$ cat src/rtl/branch_target_predictor.sv
// rtl/branch_target_predictor.sv - direct-mapped branch target buffer with 2-bit direction counters
//
// Purpose:
//   IF-stage branch target buffer. Each entry holds a valid bit, a tag, a
//   target address and a 2-bit saturating direction counter. The lookup is
//   combinational from registered state. The ID stage reports resolved
//   branches through the update port. A saturating counter accumulates
//   mispredicted updates.
//
// Ports:
//   clk            in   clock, all state changes on the rising edge
//   reset          in   synchronous active-low reset
//   lk_pc          in   IF-stage PC to look up
//   lk_hit         out  valid entry with matching tag at the lk_pc index
//   lk_taken       out  lk_hit and counter MSB set
//   lk_target      out  stored target when lk_taken, else lk_pc + 4
//   upd_valid      in   a resolved branch is reported this cycle
//   upd_pc         in   PC of the resolved branch
//   upd_taken      in   actual outcome
//   upd_target     in   actual target
//   upd_pred_taken in   prediction that was issued for this branch
//   flush          in   invalidate every entry
//   mispredict_cnt out  saturating count of mispredicted updates

module branch_target_predictor #(
  parameter int          ENTRIES  = 16,
  parameter int          ADDR_W   = 32,
  parameter int          CNT_W    = 16,
  parameter logic [1:0]  INIT_CTR = 2'b01
) (
  input  logic              clk,
  input  logic              reset,
  input  logic [ADDR_W-1:0] lk_pc,
  output logic              lk_hit,
  output logic              lk_taken,
  output logic [ADDR_W-1:0] lk_target,
  input  logic              upd_valid,
  input  logic [ADDR_W-1:0] upd_pc,
  input  logic              upd_taken,
  input  logic [ADDR_W-1:0] upd_target,
  input  logic              upd_pred_taken,
  input  logic              flush,
  output logic [CNT_W-1:0]  mispredict_cnt
);

  localparam int IDX_W = $clog2(ENTRIES);
  localparam int TAG_W = ADDR_W - IDX_W - 2;

  // Counter value given to an entry allocated by a taken branch: weakly taken.
  localparam logic [1:0] ALLOC_CTR = 2'b10;

  logic              r_valid  [ENTRIES];
  logic [TAG_W-1:0]  r_tag    [ENTRIES];
  logic [ADDR_W-1:0] r_target [ENTRIES];
  logic [1:0]        r_ctr    [ENTRIES];
  logic [CNT_W-1:0]  r_mis_cnt;

  // Lookup path
  logic [IDX_W-1:0]  w_lk_idx;
  logic [TAG_W-1:0]  w_lk_tag;
  logic              w_lk_hit;
  logic              w_lk_taken;

  assign w_lk_idx   = lk_pc[IDX_W+1:2];
  assign w_lk_tag   = lk_pc[ADDR_W-1:IDX_W+2];
  assign w_lk_hit   = r_valid[w_lk_idx] && (r_tag[w_lk_idx] == w_lk_tag);
  assign w_lk_taken = w_lk_hit && r_ctr[w_lk_idx][1];

  assign lk_hit    = w_lk_hit;
  assign lk_taken  = w_lk_taken;
  assign lk_target = w_lk_taken ? r_target[w_lk_idx] : (lk_pc + ADDR_W'(4));

  // Update path
  logic [IDX_W-1:0]  w_upd_idx;
  logic [TAG_W-1:0]  w_upd_tag;
  logic              w_upd_hit;
  logic [1:0]        w_upd_ctr_cur;
  logic [1:0]        w_upd_ctr_inc;
  logic [1:0]        w_upd_ctr_dec;
  logic              w_mispredict;

  assign w_upd_idx     = upd_pc[IDX_W+1:2];
  assign w_upd_tag     = upd_pc[ADDR_W-1:IDX_W+2];
  assign w_upd_hit     = r_valid[w_upd_idx] && (r_tag[w_upd_idx] == w_upd_tag);
  assign w_upd_ctr_cur = r_ctr[w_upd_idx];
  assign w_upd_ctr_inc = (w_upd_ctr_cur == 2'b11) ? 2'b11 : (w_upd_ctr_cur + 2'd1);
  assign w_upd_ctr_dec = (w_upd_ctr_cur == 2'b00) ? 2'b00 : (w_upd_ctr_cur - 2'd1);
  assign w_mispredict  = upd_valid && (upd_pred_taken != upd_taken);

  // Byte-offset PC bits and the reserved not-taken init value are not used.
  logic w_unused;
  assign w_unused = ^{INIT_CTR, lk_pc[1:0], upd_pc[1:0]};

  // Entry state. Tags and targets carry no reset: they are only meaningful
  // while the matching valid bit is set.
  always_ff @(posedge clk) begin
    if (!reset) begin
      for (int i = 0; i < ENTRIES; i++) begin
        r_valid[i] <= 1'b0;
        r_ctr[i]   <= 2'b00;
      end
    end else if (flush) begin
      // A same-cycle update is dropped; the flush wins.
      for (int i = 0; i < ENTRIES; i++) begin
        r_valid[i] <= 1'b0;
      end
    end else if (upd_valid) begin
      if (w_upd_hit) begin
        if (upd_taken) begin
          r_ctr[w_upd_idx]    <= w_upd_ctr_inc;
          r_target[w_upd_idx] <= upd_target;
        end else begin
          r_ctr[w_upd_idx]    <= w_upd_ctr_dec;
        end
      end else if (upd_taken) begin
        // Miss on a taken branch overwrites whatever occupies the slot.
        r_valid[w_upd_idx]  <= 1'b1;
        r_tag[w_upd_idx]    <= w_upd_tag;
        r_target[w_upd_idx] <= upd_target;
        r_ctr[w_upd_idx]    <= ALLOC_CTR;
      end
    end
  end

  // Mispredict statistics. Counted even when a flush drops the update,
  // because the resolved outcome is still real.
  always_ff @(posedge clk) begin
    if (!reset) begin
      r_mis_cnt <= '0;
    end else if (w_mispredict && (r_mis_cnt != {CNT_W{1'b1}})) begin
      r_mis_cnt <= r_mis_cnt + CNT_W'(1);
    end
  end

  assign mispredict_cnt = r_mis_cnt;

endmodule

$ cat config.mk
export PLATFORM = sky130hd
export DESIGN_NAME = branch_target_predictor
export DESIGN_NICKNAME = d
export VERILOG_FILES = /design/src/rtl/branch_target_predictor.sv
export SDC_FILE = /design/constraint.sdc
export NUM_CORES = 1
export LEC_CHECK = 0
export CORE_MARGIN = 3
export CORE_UTILIZATION = 65
export DETAILED_ROUTE_END_ITERATION = 10
export PLACE_DENSITY = 0.88
export SLEW_MARGIN = 20
export SYNTH_ARGS = -nofsm -noshare
export SYNTH_HDL_FRONTEND = slang
export SYNTH_SLANG_ARGS = --single-unit
$ cat constraint.sdc
create_clock -name clk -period 10 [get_ports clk]
set_clock_uncertainty 0.2 [all_clocks]
set_input_delay 2 -clock clk [delete_from_list [all_inputs] [get_ports clk]]
set_output_delay 2 -clock clk [all_outputs]
set_load 0.02 [all_outputs]
Word-level counts from Yosys, hierarchy flattened

Memories as Yosys holds them, arrays and structs flattened.
Cells that the tools add are included.

Bits in latches: 0
Bits in registers: 16
Memory bits (read-only): 0
Input port bits: 102
Memories kept: 4
Output and inout port bits: 50
Logic and storage cells: 90
Memory bits (writable): 976

Muxes and demuxes: 49
Bitwise gates (word level): 19
Multipliers: 0
Equality and inequality tests: 5
$add $sub $neg: 4
Reductions and logical operators: 8
Div/mod/pow operators: 0
Shift operators: 0
Magnitude comparators: 0

Memory list:

| name     | depth | bits a word | read ports | clocked after Yosys merged registers in | write ports | RTL line | source |
|---|---|---|---|---|---|---|---|
| r_target | 16    | 32          | 1          | 0                                       | 1           | 54       | `logic [ADDR_W-1:0] r_target [ENTRIES];` |
| r_tag    | 16    | 26          | 2          | 0                                       | 1           | 53       | `logic [TAG_W-1:0] r_tag [ENTRIES];` |
| r_ctr    | 16    | 2           | 2          | 0                                       | 16          | 55       | `logic [1:0] r_ctr [ENTRIES];` |
| r_valid  | 16    | 1           | 2          | 0                                       | 16          | 52       | `logic r_valid [ENTRIES];` |

Operator list:

| operator              | number |
|---|---|
| $mux 32               | 2 |
| $eq 26x26->1          | 2 |
| $mux 1                | 40 |
| $add 32x3->32 const B | 1 |
| $or 1x1->1            | 19 |
| $add 16x1->16 const B | 1 |
| $ne 16x16->1 const B  | 1 |
| $mux 2                | 5 |
| $mux 4                | 2 |
| $logic_and 1x1->1     | 5 |
| $add 2x1->2 const B   | 1 |
| $eq 2x2->1 const B    | 1 |
| $logic_not 2->1       | 1 |
| $reduce_or 2->1       | 1 |
| $sub 2x1->2 const B   | 1 |
| $ne 1x1->1            | 1 |
| $reduce_or 1->1       | 1 |

Depth between registers and ports, before layout

Gate-level depths: netlist (run 1).
An unclocked memory read counts as a cell.

Word-level depth: 12
Gate-level depth with buffers: 14
Mapped depth without buffers: 8

Least setup slack after synthesis (run 1)

OpenSTA, ideal clock, no wires.

Path type: in2out
Start: input lk_pc[4]
End: output lk_taken
Setup slack: 2.819 ns
Cell stages on the path: 11
Arrival: 4.981 ns
Buffers on the path: 3
Required time: 7.800 ns
Cells stage by stage: buf_2 > buf_2 > buf_1 > mux4_2 > mux2i_1 > mux2i_1 > xor2_1 > nor4_1 > nand4_1 > or3_1 > nor4b_1

Word-level cells in the longest chain between the ends: 4
Elaborated cells between the ends (all ways): 6
Classes of those cells: eq/ne (1); reduce/logical (2); memory (3)

RTL lines:

| element             | RTL line | source |
|---|---|---|
| start, declared     | 33       | `input logic [ADDR_W-1:0] lk_pc,` |
| $mem_v2 16x26       | n/a      |  |
| $eq 26x26->1        | 66       | `assign w_lk_hit = r_valid[w_lk_idx] && (r_tag[w_lk_idx] == w_lk_tag);` |
| $logic_and 1x1->1   | 66       |  |
| $logic_and 1x1->1 * | 67       | `assign w_lk_taken = w_lk_hit && r_ctr[w_lk_idx][1];` |
| end, declared       | 35       | `output logic lk_taken,` |

Every way passes the cells marked *; elsewhere a longest branch is shown, timed or not.

Final worst setup path (run 1)

Start: input lk_pc[2]
End: output lk_target[19]

Word-level cells in the longest chain between the ends: 5
Elaborated cells between the ends (all ways): 9
Classes of those cells: add/sub (1); eq/ne (1); mux (1); reduce/logical (2); memory (4)

RTL lines:

| element           | RTL line | source |
|---|---|---|
| $mem_v2 16x26     | n/a      |  |
| $eq 26x26->1      | 66       |  |
| $logic_and 1x1->1 | 66       |  |
| $logic_and 1x1->1 | 67       |  |
| $mux 32 *         | 71       | `assign lk_target = w_lk_taken ? r_target[w_lk_idx] : (lk_pc + ADDR_W'(4));` |
| end, declared     | 36       | `output logic [ADDR_W-1:0] lk_target,` |

Marked as above.

==> impl_results.md, run 1 <==
- Status: complete, no violations
- Resized cells post-CTS: 0
- Post-synth EDFFs: 960
- CTS tree: built
- Pwr Density: 181 nW/um^2
- Clock tree buffer depth: 3
- Initial antenna violation count: 11
- Mean Syn Cell Area: 20.2 um^2
- Number of routed nets with antenna violations: 0
- Initial DRC Count: around 4000
- Port bufs: ~150
- Crit-path slowest cell: clkdlybuf4s50_1
- Layout cells sized above 1: 0.282
- FP Rows: 94
- Netlist Area Pre-Place: 44100 um^2
- Num CTS Buffers: 96
- Hold Startpoint: r_valid[1]
- Core Box Area: approximately 66000 um^2
- Post-synth top flop: edfxtp_1
- Most frequent cells in the layout: edfxtp_1, mux4_2, mux2i_1
- Fin Setup TNS: 0 ns
- Clock root buffer: clkbuf_16
- Logic pwr share: 0.074
- WP data arrival: 6.73 ns
- Die ar.: 71000 um^2
- Worst-path clk slew: 0.06 ns
- Seq pwr share: 0.510
- Tot Pwr: 0.00900 W
- Vias in the first global route: 25700
- Worst hold path depth: 1
- Initial cell density of the core: 0.663
- Yosys warnings: 0
- Max Slew Vio Count: 0
- Detailed placer's ending HPWL: about 65000 um
- Vias per Instance: 7.60
- Slew margin rel.: 0.259
- CTS Hold Bufs: 0
- CP Capture Type: output port
- Power share of the clock group: 0.416
- FF-to-FF End: r_tag[0][22]
- Critical Path RT: 7.80 ns
- Most common cell after layout, fill and taps aside: edfxtp_1
- First-pass GRT wire length: 180000 um
- Internal power: 0.00697 W
- WL per Instance: approximately 37 um
- RSZ-0062 raised after global routing: no
- Internal reg-to-reg setup slack: 5.43 ns
- P&R area growth vs syn: 13.0%
- Worst reg2reg startpoint: r_tag[0][16]
- CP max stage delay: 0.60 ns
- Post-Syn Instances: 2179
- Total setup buffers inserted after CTS: 0
- P_sw: 0.00203 W
- Async set-reset flop share out of synthesis: 0
- Final Cycle Share: 0.893
- Clock latency on the worst-skew pair: about 0.7 ns
- R2R depth: 8
- H-Tree Depth: 3
- VDD IR-drop max: 0.000211 V
- Drt pass-1 iters: 6
- Total Wirelength: roughly 120000 um
- Fmax: 112 MHz
- Nets@finish: 2456
- Synth Register Bits: between 900 and 1000
- Post-synthesis cell type count: 75
- Die width: 266 um
- Worst Hold Class: flip-flop to flip-flop
- Worst-path maximum fanout: 46
- Final Hold Vio Count: 0
- Worst slew pin tran: 1.11 ns
- Critical path launch point type: input pin
- Crit path kind: input pin to output port
- Total number of vias: 25200
- Net Sw Frac: 0.226
- Leakage: 16.1 nW
- Crit path cell chain: buf_8, buf_12, mux4_2, mux2_2, nand2_1, o21ai_0, xnor2_1, and4_1, nand4_4, buf_4, mux2_4, clkdlybuf4s50_1
- IO Pins: 152
- Remaining DRCs: 0
- Placer Congestion: ~0.87
- CTS Sinks: 992
- Register area share after synthesis: 0.668
- Post-route minimum period: a little under 9 ns
- Max-cap viol count: 0
- GRT Total Usage: 0.356
- Die Y: 266 um
- Maximum number of pins on one net before global-route repair: 90
- Net Count, Synth: 2283
- GR Overflow Total: 0
- Hold endpoint: r_valid[1]
- Final Setup Violations: 0
==> power by group through the flow <==
stage	Clock, W	Combinational (W)	Sequential [W]
final	0.00374	0.000667	0.00458
after global routing	0.00391	0.000696	0.00458
after detailed placement	0	0.000640	0.00467
after global placement	0	0.000620	0.00467
after floorplan	0	0.000411	0.00467
after CTS	0.00376	0.000656	0.00458
==> layout make-up <==
cell class / instances / area (um^2)
Sequential cell: 992 / 29500
Multi-Input combinational cell: 1047 / 13900
Clock buffer: 126 / 2660
Fill cell: 3323 / 16600
Clock inverter: 54 / 608
Timing Repair Buffer: 210 / 2020
Inverter: 5 / 18.8
Antenna cell: 10 / 25.0
Tap cell: 864 / 1080
==> worst max path at each step <==
stage,slack [ns],startpoint,cells past startpoint,to
floorplan,2.82,lk_pc[4],11,lk_taken
global placement,1.33,lk_pc[2],12,lk_target[27]
detailed placement,1.22,lk_pc[2],12,lk_target[19]
CTS,1.16,lk_pc[2],12,lk_target[19]
global route,0.83,lk_pc[2],11,lk_target[19]
finish,1.07,lk_pc[2],12,lk_target[19]
==> state kept, by name, indices dropped and copies added (netlist names) <==
| name | count |
|---|---|
| r_target | 512 |
| mispredict_cnt | 16 |
| r_valid | 16 |
| r_tag | 416 |
| r_ctr | 32 |
==> cell usage after synthesis, types with 11 or more instances <==
cell type / instances / area share
edfxtp_1: 960 / 0.65
mux4_2: 350 / 0.18
mux2i_1: 150 / 0.034
xnor2_1: 64 / 0.013
nand2_1: 58 / 0.0049
nor2_1: 41 / 0.0035
buf_2: 39 / 0.0044
xor2_1: 38 / 0.0075
clkbuf_1: 34 / 0.0029
dfxtp_1: 32 / 0.015
mux2_4: 29 / 0.0099
nand3_1: 27 / 0.0031
nor3_1: 26 / 0.0030
a22oi_1: 25 / 0.0043
buf_6: 25 / 0.0064
a22o_1: 21 / 0.0042
a21oi_1: 18 / 0.0020
and2_1: 18 / 0.0026
buf_1: 18 / 0.0015
and3_1: 17 / 0.0024
mux2_2: 15 / 0.0038
mux4_1: 12 / 0.0072
nand4_1: 11 / 0.0016
o21ai_1: 11 / 0.0012
==> stage by stage <==
step | setup slack, ns | cell area (um^2) | util | hold slack (ns) | instances
after floorplan | 2.82 | 44100 | - | 0.258 | 2179
after global placement | 1.33 | 46500 | 0.700 | 0.273 | 3117
after detailed placement | 1.22 | 46500 | 0.700 | 0.289 | 3117
after CTS | 1.16 | 49800 | 0.749 | 0.313 | 3297
after global routing | 0.834 | 49800 | 0.750 | 0.336 | 3301
final | 1.07 | 49800 | 0.750 | 0.318 | 3308
==> cell families (layout without fill, tap and decap cells) <==
family / Yosys count / in the layout / share of synthesized area
AO/OA/AOI/OAI: 130 / 130 / 0.0230
XOR/XNOR: 103 / 103 / 0.0206
adder cells (fa/ha/maj): 3 / 3 / 0.000823
buffers and inverters: 140 / 395 / 0.0210
flip-flops: 992 / 992 / 0.668
multiplexers: 556 / 556 / 0.234
other: 0 / 10 / 0
AND/OR/NAND/NOR: 255 / 255 / 0.0324
==> metal layers <==
metal  vias to the layer above  GRT usage  share of wire
li1                       9557          -              -
met1                     12700      0.457           0.33
met2                      2367      0.569           0.49
met3                       502     0.0933           0.13
met4                         4      0.187          0.057
met5                         -          0        0.00022
==> worst max-delay path: cells and delay by family <==
kind,cells,cell delay (ns)
AO/OA/AOI/OAI,1,0.40
XOR/XNOR,1,0.39
buffers and inverters,4,1.85
multiplexers,3,1.18
AND/OR/NAND/NOR,3,0.82
No activity file was read; power rests on OpenSTA's default activity.
==> inputs of run 2 (changes only) <==
--- a/config.mk
+++ b/config.mk
@@ -6,9 +6,9 @@
 export NUM_CORES = 1
 export LEC_CHECK = 0
 export CORE_MARGIN = 3
-export CORE_UTILIZATION = 65
+export CORE_UTILIZATION = 61
 export DETAILED_ROUTE_END_ITERATION = 10
-export PLACE_DENSITY = 0.88
+export PLACE_DENSITY = 0.83
 export SLEW_MARGIN = 20
 export SYNTH_ARGS = -nofsm -noshare
 export SYNTH_HDL_FRONTEND = slang
==> constraint.sdc (replaced) <==
create_clock -name clk -period 9.9 [get_ports clk]
set_clock_uncertainty 0.2 [all_clocks]
set_input_delay 1.98 -clock clk [delete_from_list [all_inputs] [get_ports clk]]
set_output_delay 1.98 -clock clk [all_outputs]
set_load 0.02 [all_outputs]
==> run 2 against run 1 <==
  * Via count decreased by 3.5%
  * Critical path type unchanged
  * Clock power decreased by 5%
  * Sequential power increased by 1%
  * Critical path depth unchanged
  * Routed wire length decreased by 6.3%
  * Non-clock buffer count decreased by 4
  * Final cell count increased by 2.0%
  * Register-to-register slack improved by 0.11 ns
  * Hold slack got worse by 0.024 ns
  * Worst setup slack improved by 0.043 ns
  * Combinational power decreased by 1%
==> impl_results.md, run 2 (synthesis results as in run 1) <==
- Status: complete, no violations
- Worst slew pin tran: between 1 and 1.5 ns
- Crit path kind: input pin to output port
- Combined area of the multi-input logic cells: 13900 um^2
- Hold Worst Slack: 0.294 ns
- Final Hold Vio Count: 0
- Vias per Instance: between 7 and 8
- H-Tree Depth: 3
- Clock latency on the worst-skew pair: approximately 0.68 ns
- Resized cells post-CTS: 0
- Remaining DRCs: 0
- Final Setup Violations: 0
- Tot Pwr: 0.00885 W
- Final instance area: 49600 um^2
- Vias in the first global route: about 25000
- Number of routed nets with antenna violations: 0
- Total setup buffers inserted after CTS: 0
- GRT Total Usage: 0.310
- Placer Congestion: 0.823
- Worst-path maximum fanout: 81
- CTS Hold Bufs: 0
- Most frequent cells in the layout: edfxtp_1, mux4_2, mux2i_1
- Initial cell density of the core: 0.623
- Most common cell after layout, fill and taps aside: edfxtp_1
- IO Pins: 152
- CTS Sinks: 992
- Slew margin rel.: 0.229
- Max-cap viol count: 0
- Crit path cell chain: buf_8, buf_4, mux4_2, mux2i_1, mux2i_1, xnor2_1, nor4bb_1, and4_1, nand4_4, buf_4, mux2_4, clkdlybuf4s50_1
- Clock tree buffer depth: 3
- WL per Instance: 34.2 um
- First-pass GRT wire length: 168000 um
- Worst-path clk slew: around 0.060 ns
- WP data arrival: about 6.6 ns
- Maximum number of pins on one net before global-route repair: 82
- Port bufs: 149
- Max Slew Vio Count: 0
- Largest regs: r_target: 512 flops, r_tag: 416 flops, r_ctr: 32 flops
- Leakage: 16.0 nW
- Die Y: 275 um
- VDD IR-drop max: 0.000181 V
- GR Overflow Total: 0
- Final Util: 0.701
- Post-route minimum period: 8.79 ns
- Die ar.: 75500 um^2
- CP Capture Type: output port
- Placed inst area: 46500 um^2
- Drt pass-1 iters: 5
- Layout cells sized above 1: 0.275
- Num CTS Buffers: 96
- Nets@finish: about 2500
- Critical Path RT: slightly below 8 ns
- P&R area growth vs syn: 12.5%
- Worst Hold Class: flip-flop to flip-flop
- CTS tree: built
- Total Wirelength: between 100000 and 150000 um
- Die width: ~270 um
- Core Box Area: 70800 um^2
- Total number of vias: 24300
- Pwr Density: 178 nW/um^2
- Initial antenna violation count: 14
- Critical path launch point type: input pin
- Crit-path slowest cell: buf_8
- Fin Setup TNS: 0 ns
- Final Cycle Share: 0.888
- Detailed placer's ending HPWL: ~63000 um
- FP Rows: 97
- RSZ-0062 raised after global routing: no
- Seq. cell area: 29500 um^2
- Max FFs per register: about 510
- Biggest register: r_target
- Fmax: 114 MHz
- # fillers: ~4000
- Initial DRC Count: between 3000 and 4000
- CP max stage delay: 0.60 ns
- Clock root buffer: clkbuf_16
-- run 2: report_power, final --
group          internal [W]  total (W)  switching, W
Combinational      0.000286   0.000660      0.000374
Sequential          0.00462    0.00463    0.00000866
Clock               0.00196    0.00356       0.00160
Total               0.00687    0.00885       0.00198
-- run 2: final timing paths --
kind | from | to | slack (ns) | cells after the start
setup reg to reg | r_tag[12][8] | r_tag[9][8] | 5.54 | 8
hold / removal | r_valid[5] | r_valid[5] | 0.29 | 1
hold reg to reg | r_valid[5] | r_valid[5] | 0.29 | 1
setup / recovery | lk_pc[3] | lk_target[16] | 1.11 | 12
-- run 2: final cells by class --
class	instances	area share
Inverter	5	0.000378
Timing Repair Buffer	206	0.0398
Multi-Input combinational cell	1047	0.280
Clock buffer	119	0.0502
Tap cell	940	0.0237
Sequential cell	992	0.594
Clock inverter	55	0.0113
Antenna cell	9	0.000454
-- run 2: worst max-delay path, delay by kind of cell --
kind                      cells  cell delay (ns)
muxes                         4             1.17
and+or+nand+nor               3             1.01
xor gates and xnor gates      1             0.23
buffers and inverters         4             2.14
-- run 2: stage by stage --
| step | cells | worst slack [ns] |
|---|---|---|
| after global routing | 3370 | 0.975 |
| after detailed placement | 3190 | 1.22 |
| final | 3373 | 1.11 |
| after floorplan | 2179 | 2.76 |
| after global placement | 3190 | 1.25 |
| after CTS | 3364 | 1.14 |
-- run 2: per-layer routing --
metal	GRT usage	routed length [um]	up-vias
met5	0	80	-
met4	0.126	4930	12
met3	0.0699	12700	366
met2	0.507	57300	1847
met1	0.411	40200	12500
li1	-	-	9514
